### src/rtl/mem_ctrl_pkg.sv
// Shared definitions for the byte-serial memory controller: state, request, width and owner codes.
package mem_ctrl_pkg;

  localparam int unsigned ADDR_W = 32;
  localparam int unsigned DATA_W = 32;
  localparam int unsigned BYTE_W = 8;
  localparam int unsigned CNT_W  = 2;

  typedef enum logic [1:0] {
    ST_IDLE   = 2'd0,
    ST_MEM_RD = 2'd1,
    ST_MEM_WR = 2'd2,
    ST_REPLAY = 2'd3
  } state_e;

  typedef enum logic [1:0] {
    REQ_NONE  = 2'b00,
    REQ_LOAD  = 2'b01,
    REQ_STORE = 2'b10
  } mem_req_e;

  typedef enum logic [1:0] {
    WIDTH_BYTE = 2'b00,
    WIDTH_HALF = 2'b01,
    WIDTH_WORD = 2'b10
  } mem_width_e;

  typedef enum logic [1:0] {
    OWN_NONE = 2'b00,
    OWN_IF   = 2'b01,
    OWN_MEM  = 2'b10
  } owner_e;

  typedef struct packed {
    logic [ADDR_W-1:0] addr;
    logic [DATA_W-1:0] wdata;
    logic [1:0]        width;
    logic              sgn;
  } mem_txn_t;

  // Index of the last byte of an access (N-1); widths 10 and 11 are both words.
  function automatic logic [CNT_W-1:0] last_byte_idx(input logic [1:0] width);
    case (width)
      WIDTH_BYTE: return CNT_W'(0);
      WIDTH_HALF: return CNT_W'(1);
      default:    return CNT_W'(3);
    endcase
  endfunction

endpackage

### src/rtl/mem_ctrl_if.sv
// IF / MEM / byte-RAM signal bundle; master is the surrounding system, slave is mem_ctrl.
interface mem_ctrl_if;
  import mem_ctrl_pkg::*;

  logic              if_request;
  logic [ADDR_W-1:0] if_addr;
  logic [BYTE_W-1:0] mem_ctrl_data;
  logic [1:0]        if_or_mem_o;

  logic [1:0]        mem_request;
  logic [ADDR_W-1:0] mem_addr;
  logic [DATA_W-1:0] mem_wdata;
  logic [1:0]        mem_width;
  logic              mem_signed;
  logic [DATA_W-1:0] mem_rdata;
  logic              mem_done;
  logic              stall_req;

  logic [ADDR_W-1:0] ram_addr;
  logic              ram_wr;
  logic [BYTE_W-1:0] ram_dout;
  logic [BYTE_W-1:0] ram_din;

  modport master (
    output if_request, if_addr, mem_request, mem_addr, mem_wdata, mem_width, mem_signed, ram_din,
    input  mem_ctrl_data, if_or_mem_o, mem_rdata, mem_done, stall_req, ram_addr, ram_wr, ram_dout
  );

  modport slave (
    input  if_request, if_addr, mem_request, mem_addr, mem_wdata, mem_width, mem_signed, ram_din,
    output mem_ctrl_data, if_or_mem_o, mem_rdata, mem_done, stall_req, ram_addr, ram_wr, ram_dout
  );

endinterface

### src/rtl/mem_ctrl_ext.sv
// Load-result extension for byte/half loads. Sign extension exists only when
// MEM_CTRL_SIGN_EXT_EN is defined; otherwise narrow loads always zero-extend.
module mem_ctrl_ext
  import mem_ctrl_pkg::*;
(
  input  logic [DATA_W-1:0] data,
  input  logic [1:0]        width,
  input  logic              sgn,
  output logic [DATA_W-1:0] result_c
);

  logic fill_b_c;
  logic fill_h_c;

`ifdef MEM_CTRL_SIGN_EXT_EN
  assign fill_b_c = sgn & data[7];
  assign fill_h_c = sgn & data[15];
`else
  logic unused_sgn;
  assign unused_sgn = sgn;
  assign fill_b_c   = 1'b0;
  assign fill_h_c   = 1'b0;
`endif

  always_comb begin
    result_c = data;
    case (width)
      WIDTH_BYTE: result_c = {{(DATA_W-8){fill_b_c}}, data[7:0]};
      WIDTH_HALF: result_c = {{(DATA_W-16){fill_h_c}}, data[15:0]};
      default:    result_c = data;
    endcase
  end

endmodule

### src/rtl/mem_ctrl.sv
// Byte-serial RAM arbiter between instruction fetch and load/store, with a replay
// cycle that restores the fetch address. Load extension depends on MEM_CTRL_SIGN_EXT_EN.
module mem_ctrl
  import mem_ctrl_pkg::*;
(
  input logic     clk,
  input logic     rst,
  mem_ctrl_if.slave bus
);

  state_e            state_q, state_d;
  mem_txn_t          txn_q, txn_d;
  logic [CNT_W-1:0]  cnt_q, cnt_d;
  logic [CNT_W-1:0]  last_q, last_d;
  logic [ADDR_W-1:0] saved_if_addr_q, saved_if_addr_d;
  logic [DATA_W-1:0] rd_buf_q, rd_buf_d;
  logic [DATA_W-1:0] mem_rdata_q, mem_rdata_d;
  logic              done_q, done_d;
  logic              stall_q, stall_d;

  logic [DATA_W-1:0] rd_merged_c;
  logic [DATA_W-1:0] rd_ext_c;
  logic [ADDR_W-1:0] ram_addr_c;
  logic              ram_wr_c;
  logic [BYTE_W-1:0] ram_dout_c;
  logic [1:0]        owner_c;

  // Partially assembled load with the byte arriving this cycle dropped into its lane.
  always_comb begin
    rd_merged_c = rd_buf_q;
    rd_merged_c[{cnt_q, 3'b000} +: BYTE_W] = bus.ram_din;
  end

  mem_ctrl_ext u_ext (
    .data     (rd_merged_c),
    .width    (txn_q.width),
    .sgn      (txn_q.sgn),
    .result_c (rd_ext_c)
  );

  // Next-state and RAM-port decode. The RAM returns data one cycle after the address,
  // so loads run the address one byte ahead of the capture lane.
  always_comb begin
    state_d         = state_q;
    txn_d           = txn_q;
    cnt_d           = cnt_q;
    last_d          = last_q;
    saved_if_addr_d = saved_if_addr_q;
    rd_buf_d        = rd_buf_q;
    mem_rdata_d     = mem_rdata_q;
    done_d          = 1'b0;
    stall_d         = stall_q;
    ram_addr_c      = bus.if_addr;
    ram_wr_c        = 1'b0;
    ram_dout_c      = '0;
    owner_c         = OWN_NONE;

    case (state_q)
      ST_IDLE: begin
        if (bus.if_request) owner_c = OWN_IF;
        if (bus.mem_request != REQ_NONE) begin
          txn_d.addr      = bus.mem_addr;
          txn_d.wdata     = bus.mem_wdata;
          txn_d.width     = bus.mem_width;
          txn_d.sgn       = bus.mem_signed;
          cnt_d           = '0;
          last_d          = last_byte_idx(bus.mem_width);
          saved_if_addr_d = bus.if_addr;
          stall_d         = 1'b1;
          if (bus.mem_request == REQ_STORE) begin
            state_d = ST_MEM_WR;
          end else begin
            state_d    = ST_MEM_RD;
            ram_addr_c = bus.mem_addr;
          end
        end
      end

      ST_MEM_RD: begin
        owner_c    = OWN_MEM;
        ram_addr_c = txn_q.addr + ADDR_W'(cnt_q) + ADDR_W'(1);
        rd_buf_d   = rd_merged_c;
        cnt_d      = cnt_q + CNT_W'(1);
        if (cnt_q == last_q) begin
          state_d     = ST_REPLAY;
          done_d      = 1'b1;
          mem_rdata_d = rd_ext_c;
        end
      end

      ST_MEM_WR: begin
        owner_c    = OWN_MEM;
        ram_addr_c = txn_q.addr + ADDR_W'(cnt_q);
        ram_wr_c   = 1'b1;
        ram_dout_c = txn_q.wdata[{cnt_q, 3'b000} +: BYTE_W];
        cnt_d      = cnt_q + CNT_W'(1);
        if (cnt_q == last_q) begin
          state_d = ST_REPLAY;
          done_d  = 1'b1;
        end
      end

      ST_REPLAY: begin
        ram_addr_c = saved_if_addr_q;
        state_d    = ST_IDLE;
        stall_d    = 1'b0;
      end

      default: state_d = ST_IDLE;
    endcase

    // Reset must kill any in-flight write and hand the address back to IF immediately.
    if (rst) begin
      ram_addr_c = bus.if_addr;
      ram_wr_c   = 1'b0;
      owner_c    = OWN_NONE;
    end
  end

  always_ff @(posedge clk) begin
    if (rst) begin
      state_q         <= ST_IDLE;
      txn_q           <= '0;
      cnt_q           <= '0;
      last_q          <= '0;
      saved_if_addr_q <= '0;
      rd_buf_q        <= '0;
      mem_rdata_q     <= '0;
      done_q          <= 1'b0;
      stall_q         <= 1'b0;
    end else begin
      state_q         <= state_d;
      txn_q           <= txn_d;
      cnt_q           <= cnt_d;
      last_q          <= last_d;
      saved_if_addr_q <= saved_if_addr_d;
      rd_buf_q        <= rd_buf_d;
      mem_rdata_q     <= mem_rdata_d;
      done_q          <= done_d;
      stall_q         <= stall_d;
    end
  end

  assign bus.mem_ctrl_data = bus.ram_din;
  assign bus.if_or_mem_o   = owner_c;
  assign bus.mem_rdata     = mem_rdata_q;
  assign bus.mem_done      = done_q;
  assign bus.stall_req     = stall_q;
  assign bus.ram_addr      = ram_addr_c;
  assign bus.ram_wr        = ram_wr_c;
  assign bus.ram_dout      = ram_dout_c;

endmodule
### src/flat_wrapper.sv
// flat-port wrapper written by rule: the top's interface ports become plain ports
module mem_ctrl_flat import mem_ctrl_pkg::*;
  (clk, rst, bus_if_request, bus_if_addr, bus_mem_request, bus_mem_addr, bus_mem_wdata, bus_mem_width, bus_mem_signed, bus_ram_din, bus_mem_ctrl_data, bus_if_or_mem_o, bus_mem_rdata, bus_mem_done, bus_stall_req, bus_ram_addr, bus_ram_wr, bus_ram_dout);
  mem_ctrl_if bus_i ();
  input logic clk;
  input logic rst;
  input wire logic [$bits(bus_i.if_request)-1:0] bus_if_request;
  input wire logic [$bits(bus_i.if_addr)-1:0] bus_if_addr;
  input wire logic [$bits(bus_i.mem_request)-1:0] bus_mem_request;
  input wire logic [$bits(bus_i.mem_addr)-1:0] bus_mem_addr;
  input wire logic [$bits(bus_i.mem_wdata)-1:0] bus_mem_wdata;
  input wire logic [$bits(bus_i.mem_width)-1:0] bus_mem_width;
  input wire logic [$bits(bus_i.mem_signed)-1:0] bus_mem_signed;
  input wire logic [$bits(bus_i.ram_din)-1:0] bus_ram_din;
  output wire logic [$bits(bus_i.mem_ctrl_data)-1:0] bus_mem_ctrl_data;
  output wire logic [$bits(bus_i.if_or_mem_o)-1:0] bus_if_or_mem_o;
  output wire logic [$bits(bus_i.mem_rdata)-1:0] bus_mem_rdata;
  output wire logic [$bits(bus_i.mem_done)-1:0] bus_mem_done;
  output wire logic [$bits(bus_i.stall_req)-1:0] bus_stall_req;
  output wire logic [$bits(bus_i.ram_addr)-1:0] bus_ram_addr;
  output wire logic [$bits(bus_i.ram_wr)-1:0] bus_ram_wr;
  output wire logic [$bits(bus_i.ram_dout)-1:0] bus_ram_dout;
  assign bus_i.if_request = bus_if_request;
  assign bus_i.if_addr = bus_if_addr;
  assign bus_i.mem_request = bus_mem_request;
  assign bus_i.mem_addr = bus_mem_addr;
  assign bus_i.mem_wdata = bus_mem_wdata;
  assign bus_i.mem_width = bus_mem_width;
  assign bus_i.mem_signed = bus_mem_signed;
  assign bus_i.ram_din = bus_ram_din;
  assign bus_mem_ctrl_data = bus_i.mem_ctrl_data;
  assign bus_if_or_mem_o = bus_i.if_or_mem_o;
  assign bus_mem_rdata = bus_i.mem_rdata;
  assign bus_mem_done = bus_i.mem_done;
  assign bus_stall_req = bus_i.stall_req;
  assign bus_ram_addr = bus_i.ram_addr;
  assign bus_ram_wr = bus_i.ram_wr;
  assign bus_ram_dout = bus_i.ram_dout;
  mem_ctrl u_core (.clk(clk), .rst(rst), .bus(bus_i));
endmodule
### config.mk
export PLATFORM = sky130hd
export DESIGN_NAME = mem_ctrl_flat
export DESIGN_NICKNAME = d
export VERILOG_FILES = /design/src/rtl/mem_ctrl_pkg.sv /design/src/rtl/mem_ctrl_if.sv /design/src/rtl/mem_ctrl_ext.sv /design/src/rtl/mem_ctrl.sv /design/src/flat_wrapper.sv
export SDC_FILE = /design/constraint.sdc
export NUM_CORES = 1
export LEC_CHECK = 0
export ABC_AREA = 1
export BUFFER_PORTS_ARGS = -buffer_cell sky130_fd_sc_hd__buf_2
export CAP_MARGIN = 20
export CORE_AREA = 3 3 140 142
export CTS_CLUSTER_SIZE = 16
export DETAILED_ROUTE_END_ITERATION = 10
export DIE_AREA = 0 0 143 145
export PLACE_DENSITY_LB_ADDON = 0.2
export SYNTH_ARGS = -nofsm -noshare
export SYNTH_HDL_FRONTEND = slang
export SYNTH_SLANG_ARGS = --single-unit
### constraint.sdc
create_clock -name clk -period 4.28 [get_ports clk]
set_input_delay 0.856 -clock clk [delete_from_list [all_inputs] [get_ports clk]]
set_output_delay 0.856 -clock clk [all_outputs]
set_load 0.005 [all_outputs]
==> results.ini, run 1 <==
[finish]
nNetsFinal = 2001
drive_above_1_share_pct = 18.27
layoutNonFillerInstCount = 2122
antenna_cells = 0
regArea_sq_mm = 0.003406
multi_input_area_sq_mm = 0.006135
final.fill_count = 1710
area_growth_pct = 18.93
post-route-cell-area_sq_mm = 0.01240

[sta]
fin_crit_ns = 4.143
slew_headroom_pct = 30.02
post-route-period-util_pct = 96.80
setup_viol = 0
finalHoldViolCount = 0
timing.fmax_ghz = 0.2414
drv_slew = 0
rsz0062_at_grt = true
clock_skew_ns = 0.01042
fin_tns_setup_ns = 0
tightest_slew_ns = 1.046

[synth]
synth-edff-count = 0
ys_seq_area_share_pct = 32.64
yosys.area.top_type = dfxtp_1
yosys_warnings = 0
syn_area_sq_mm = 0.01043
synth_cell_type_count = 40
synth_seq_cells = 170
synth_ff_type = dfxtp_1
async_reset_ff_share_pct = 0
synthTopCellsByArea = dfxtp_1, nand2_1, nor2_1
avgSynthCellArea_sq_um = 6.031
synth_top_area_share_pct = 32.64
syn-num-nets = 1855
netlist_instances = 1729

[clocking]
numCtsBuffers = 17
cts_tree = built
clock-sinks = 170
h-tree-depth = 4
root_buffer = clkbuf_16
insertion_delay_ns = 0.45
clkTransAtPathRegs_ns = 0.08
cts_max_path_buffers = 2
cts.hold.buffers_added = 0

[pwr]
comb_power_share_pct = 43.1
leakage_uw = 0.005583
seqPwrFrac_pct = 33.4
power_density_mw_per_mm2 = 560.8
irDropWorstVdd_mv = 0.3823
intPower_uw = 3850
p_sw_uw = 3105
netSwitchingFraction_pct = 44.64
clockPowerShare_pct = 23.5

[global_route]
antenna_found_initial = 1
grt.total_usage_pct = 31.32
grt_pass1_wl_microns = 52940
grt_max_degree = 69
grt_pass1_vias = 10800
grt_overflow = 0

[detailed_routing]
drc = 0
ant_nets = 0
wl_microns = 34020
dr.pass1.iters = 6
drt_iter0_markers = 1099
routed_via_density = 5.604
wl_per_cell_microns = 16.03
vias = 11890

[setup_path]
crit_buf_inv = 2
end_kind = output pin
path_class = flop to output pin
crit_path_start = u_core.txn_q[35]
crit_family = simple AND/OR/NAND/NOR gates
regToRegStartpoint = u_core.state_q[1]
crit_arrival_ns = 3.29
cp.required_ns = 3.42
worstPathCellList = ha_4, fa_2, nand2_2, nor2_4, nand2_4, nand2_1, nand2_4, inv_2, nor2_4, nand2_2, nor2_2, nand2_2, nor2_4, nand2_2, nand2_1, nand2_1, o21bai_1, nand2_1, a21oi_2, buf_2
crit_slowest_cell = fa_2
critPathMaxStageDelay_ns = 0.42
critPathMaxFanout = 6
start_kind = flop

[die]
die_w_microns = 143
initial_core_util_pct = 56.12
die_y_microns = 145
core_area_sq_mm = 0.01858
rows = 50
pin_count = 197
dieArea_sq_mm = 0.02074

[placement]
portBuffers = 195
gp_congestion = 1.020
place_area_sq_mm = 0.01146
hpwlAfterDp_microns = 23960
dp.cells = 2074

[worst_hold_path]
min_from = u_core.bus.mem_rdata[6]
hp-class = flop to flop

[flow_run]
max_cap_viol_count = 0

[run_status]
status = finished, final reports clean

==> cells by family after synthesis <==
family | share of synthesized area (%)
DFF | 32.64
xor gates and xnor gates | 0.7320
AOI/OAI and AO/OA | 21.99
and+or+nand+nor | 32.40
buffers and inverters | 10.49
adders and majority gates | 1.752
==> repair_timing <==
action | CTS | global route
resized for setup | 3 | 47
buffers inserted | 1 | 15
hold endpoints to repair | 0 | 0
setup endpoints to repair | 12 | 22
pin swaps | 0 | 20
cloned | 0 | 0
==> routing by layer <==
metal | vias up | global-route usage [%] | routed length [microns]
li1 | 5866 | - | -
met1 | 5429 | 40.31 | 14130
met2 | 507 | 51.69 | 16340
met3 | 87 | 6.328 | 2440
met4 | 2 | 11.50 | 1107
met5 | - | 0 | 11
==> state kept, by name, indices dropped and copies added, names as in the netlist <==
name                    cells
u_core.cnt_q                2
u_core.txn_q               66
u_core.last_q               2
u_core.bus.stall_req        1
u_core.state_q              2
u_core.bus.mem_done         1
u_core.rd_buf_q            32
u_core.saved_if_addr_q     32
u_core.bus.mem_rdata       32
==> placed cells by master, fill, tap and decap left out, drive strengths merged, types with 3 or more instances in the layout <==
cell / n
buf: 231
nand2: 368
nor3: 5
dfxtp: 170
o32ai: 8
a31oi: 18
nand3: 72
o21ai: 236
nand4: 12
o21bai: 3
clkinv: 11
o22ai: 25
inv: 181
ha: 13
xnor2: 3
clkbuf: 17
a21oi: 130
o211ai: 7
nor2: 366
xor2: 4
==> through the flow <==
| stage | util, % | total power (uW) | hold slack, ns | worst slack [ns] |
|---|---|---|---|---|
| floorplan | - | 4328 | 0.4402 | 0.9135 |
| global placement | 61.66 | 5125 | 0.4335 | 0.3912 |
| detailed placement | 61.66 | 5196 | 0.4369 | 0.3727 |
| CTS | 65.13 | 6835 | 0.4485 | 0.004187 |
| global route | 66.75 | 7434 | 0.4750 | -0.09739 |
| finish | 66.75 | 6955 | 0.4450 | 0.1369 |
==> synthesized netlist by cell type, types with 4 or more instances <==
library cell / number
nand4_1: 11
nand2_2: 8
inv_1: 172
buf_1: 5
nor2_1: 344
o211ai_1: 7
ha_1: 13
o22ai_1: 25
nor3_1: 5
nand3_1: 69
a21oi_1: 127
buf_2: 4
a31oi_1: 18
nor2_4: 9
o32ai_1: 8
buf_4: 8
nor2_2: 13
dfxtp_1: 170
o21ai_0: 234
clkbuf_1: 87
nand2_1: 360
inv_2: 5
==> cell type report <==
cell class	instances	share of cell area, %
clock buffers	17	3.430
clock inverters	15	1.614
inverters	178	5.418
multi-input cells	1277	49.47
flip-flops and latches	170	27.46
well taps	234	2.361
repair buffers	231	10.25
==> power by group through the flow <==
stage               Sequential [uW]  Clock [uW]  Combinational, uW
floorplan                      2270           0               2060
global placement               2320           0               2800
detailed placement             2330           0               2860
CTS                            2310        1650               2880
global route                   2370        1700               3360
finish                         2320        1640               3000
==> worst reg2reg max path, cell delays in order (launching register included) <==
cell and delay (ns):
dfxtp_1 0.34, inv_1 0.13, ha_1 0.47, buf_4 0.35, nand3_1 0.11, buf_4 0.26, nor2_1 0.84, nand2_1 0.17
a21oi_1 0.17
==> path summary, 6_finish.rpt <==
| path | to | slack (ns) | cells after the start |
|---|---|---|---|
| max | bus_ram_addr[22] | 0.14 | 20 |
| max reg2reg | u_core.bus.mem_rdata[20] | 1.37 | 8 |
| min reg2reg | u_core.bus.mem_rdata[6] | 0.45 | 2 |
| min | u_core.bus.mem_rdata[6] | 0.45 | 2 |
Power figures use the tool's default switching activity.
==> inputs of run 2 (changes only) <==
CORE_AREA = 3 3 209 211   (was 3 3 140 142)
DIE_AREA = 0 0 212 214   (was 0 0 143 145)
==> run 2 against run 1 <==
Effect of this change:
- sequential power about the same
- worst hold slack worse by 0.0013 ns
- global-route usage down 14 points
- critical path type unchanged
- cell area up 3.5%
- largest power group unchanged
==> results.ini, run 2 (synthesis gave the netlist of run 1 again) <==
[sta]
clock_skew_ns = 0.01162  ; +0.001203 ns
fin_crit_ns = 4.078  ; -0.06483 ns
timing.fmax_ghz = 0.2452  ; +1.6%
drv_slew = 0  ; unchanged
post-route-period-util_pct = 95.29  ; -1.5 points
setup_viol = 0  ; unchanged
worst_slack_ns = 0.2017  ; +0.06483 ns
slew_headroom_pct = 35.94  ; +5.9 points
rsz0062_at_grt = true
fin_tns_setup_ns = 0  ; unchanged
finalHoldViolCount = 0  ; unchanged
tightest_slew_ns = 0.9574  ; -0.08839 ns

[finish]
mostFrequentLayoutCells = nand2_1, nor2_1, o21ai_0
regMostFlops = u_core.txn_q
layoutNonFillerInstCount = 2434  ; +15%
antenna_cells = 0  ; unchanged
post-route-cell-area_sq_mm = 0.01283  ; +3.5%
postLayoutCoreUtil_pct = 30.59  ; -36 points
drive_above_1_share_pct = 19.58  ; +1.3 points
layout_commonest_cell = nand2_1
area_growth_pct = 23.06
nNetsFinal = 2008  ; +0.35%
final.fill_count = 4710  ; +180%
largest_register_ffs = 66  ; unchanged

[global_route]
grt.total_usage_pct = 17.30  ; -14 points
grt_pass1_wl_microns = 61810  ; +17%
antenna_found_initial = 2  ; +1
grt_max_degree = 75  ; +8.7%
grt_overflow = 0  ; unchanged
grt_pass1_vias = 11010  ; +1.9%

[clocking]
h-tree-depth = 4  ; unchanged
insertion_delay_ns = 0.46  ; about the same
root_buffer = clkbuf_16
clock-sinks = 170  ; unchanged
cts_tree = built
numCtsBuffers = 17  ; unchanged
cts_max_path_buffers = 2  ; unchanged
clkTransAtPathRegs_ns = 0.07  ; about the same

[setup_path]
worstPathCellList = ha_4, fa_2, nand2_1, nor2_2, nand3_2, nor2_4, nand4_4, nor2_2, nand3_1, nand3_1, nand2_1, a21oi_1, nor2_1, buf_2
end_kind = output pin
crit_buf_inv = 1  ; -1
critPathMaxStageDelay_ns = 0.55  ; +0.13 ns
crit_slowest_cell = fa_2
start_kind = flop
crit_arrival_ns = 3.22  ; -0.07 ns
path_class = flop to output pin
critPathMaxFanout = 5  ; -1
cp.required_ns = 3.42  ; about the same
crit_family = simple AND/OR/NAND/NOR gates

[die]
rows = 75  ; +50%
dieArea_sq_mm = 0.04537  ; +120%
core_area_sq_mm = 0.04195  ; +130%
die_y_microns = 214  ; +48%
die_w_microns = 212  ; +48%
initial_core_util_pct = 24.86  ; -31 points
pin_count = 197  ; unchanged

[placement]
gp_congestion = 0.8520  ; -16%
portBuffers = 195  ; unchanged
hpwlAfterDp_microns = 29410  ; +23%
dp.cells = 2389  ; +15%
dp_slack_ns = 0.3415  ; -0.03121 ns
place_area_sq_mm = 0.01190  ; +3.9%

[detailed_routing]
dr.pass1.iters = 5  ; -1
wl_per_cell_microns = 16.50  ; +2.9%
drc = 0  ; unchanged
wl_microns = 40160  ; +18%
drt_iter0_markers = 587  ; -47%
routed_via_density = 4.722  ; -16%
vias = 11490  ; -3.3%
ant_nets = 0  ; unchanged

[pwr]
irDropWorstVdd_mv = 0.3058  ; -20%
leakage_uw = 0.005569  ; -0.24%
power_density_mw_per_mm2 = 545.0  ; -2.8%

[worst_hold_path]
hp-class = flop to flop

[run_status]
status = finished, final reports clean

[flow_run]
max_cap_viol_count = 0  ; unchanged

[run 2: final cells by class]
type	instances	area (sq um)	area share, %
clock buffer	20	436.7	3.403
clock inverter	12	133.9	1.043
inverter	178	673.1	5.246
multi-input combinational	1277	6193	48.26
sequential	170	3412	26.59
tap	539	674.4	5.255
timing repair buffer	238	1309	10.20
[run 2: routing by layer]
metal | part of all wire, % | track usage, % | vias to the layer above | routed length, microns
li1 | - | - | 5883 | -
met1 | 45 | 21.82 | 5314 | 18040
met2 | 50 | 30.46 | 250 | 19930
met3 | 3.7 | 2.827 | 45 | 1493
met4 | 1.7 | 4.510 | 2 | 680
met5 | 0.022 | 0 | - | 9
[run 2: what timing repair did]
action                                  4_1_cts  5_1_grt
endpoints found under the setup margin       15       21
pin swaps                                     5       22
hold buffers                                  0        0
buffers inserted                              4        9
gates resized for setup                       9       68
[run 2: where the power goes]
part / leakage, uW / total (uW) / switching (uW) / internal, uW
registers: 0.00140 / 2310 / 270 / 2040
clock network: 0.000271 / 1570 / 753 / 821
logic: 0.00389 / 3110 / 2130 / 971
[run 2: path summary, 6_finish.rpt]
kind / from / end / slack, ns / cells after the start
setup reg to reg: u_core.state_q[1] / u_core.bus.mem_rdata[27] / 1.11 / 6
hold reg to reg: u_core.bus.mem_rdata[4] / u_core.bus.mem_rdata[4] / 0.44 / 2
setup / recovery: u_core.cnt_q[0] / bus_ram_addr[27] / 0.20 / 14
hold / removal: u_core.bus.mem_rdata[4] / u_core.bus.mem_rdata[4] / 0.44 / 2
[run 2: stage by stage]
| step | power [uW] | hold slack, ns |
|---|---|---|
| after floorplan | 4328 | 0.4402 |
| after global placement | 5364 | 0.4375 |
| after detailed placement | 5402 | 0.4369 |
| after CTS | 7018 | 0.4479 |
| after global routing | 7598 | 0.4750 |
| final | 6993 | 0.4438 |
[run 2: tightest hold or removal path, cell delays in order (launching register included)]
cell and delay [ns]:
dfxtp_1 0.31, inv_1 0.05, a21oi_1 0.05
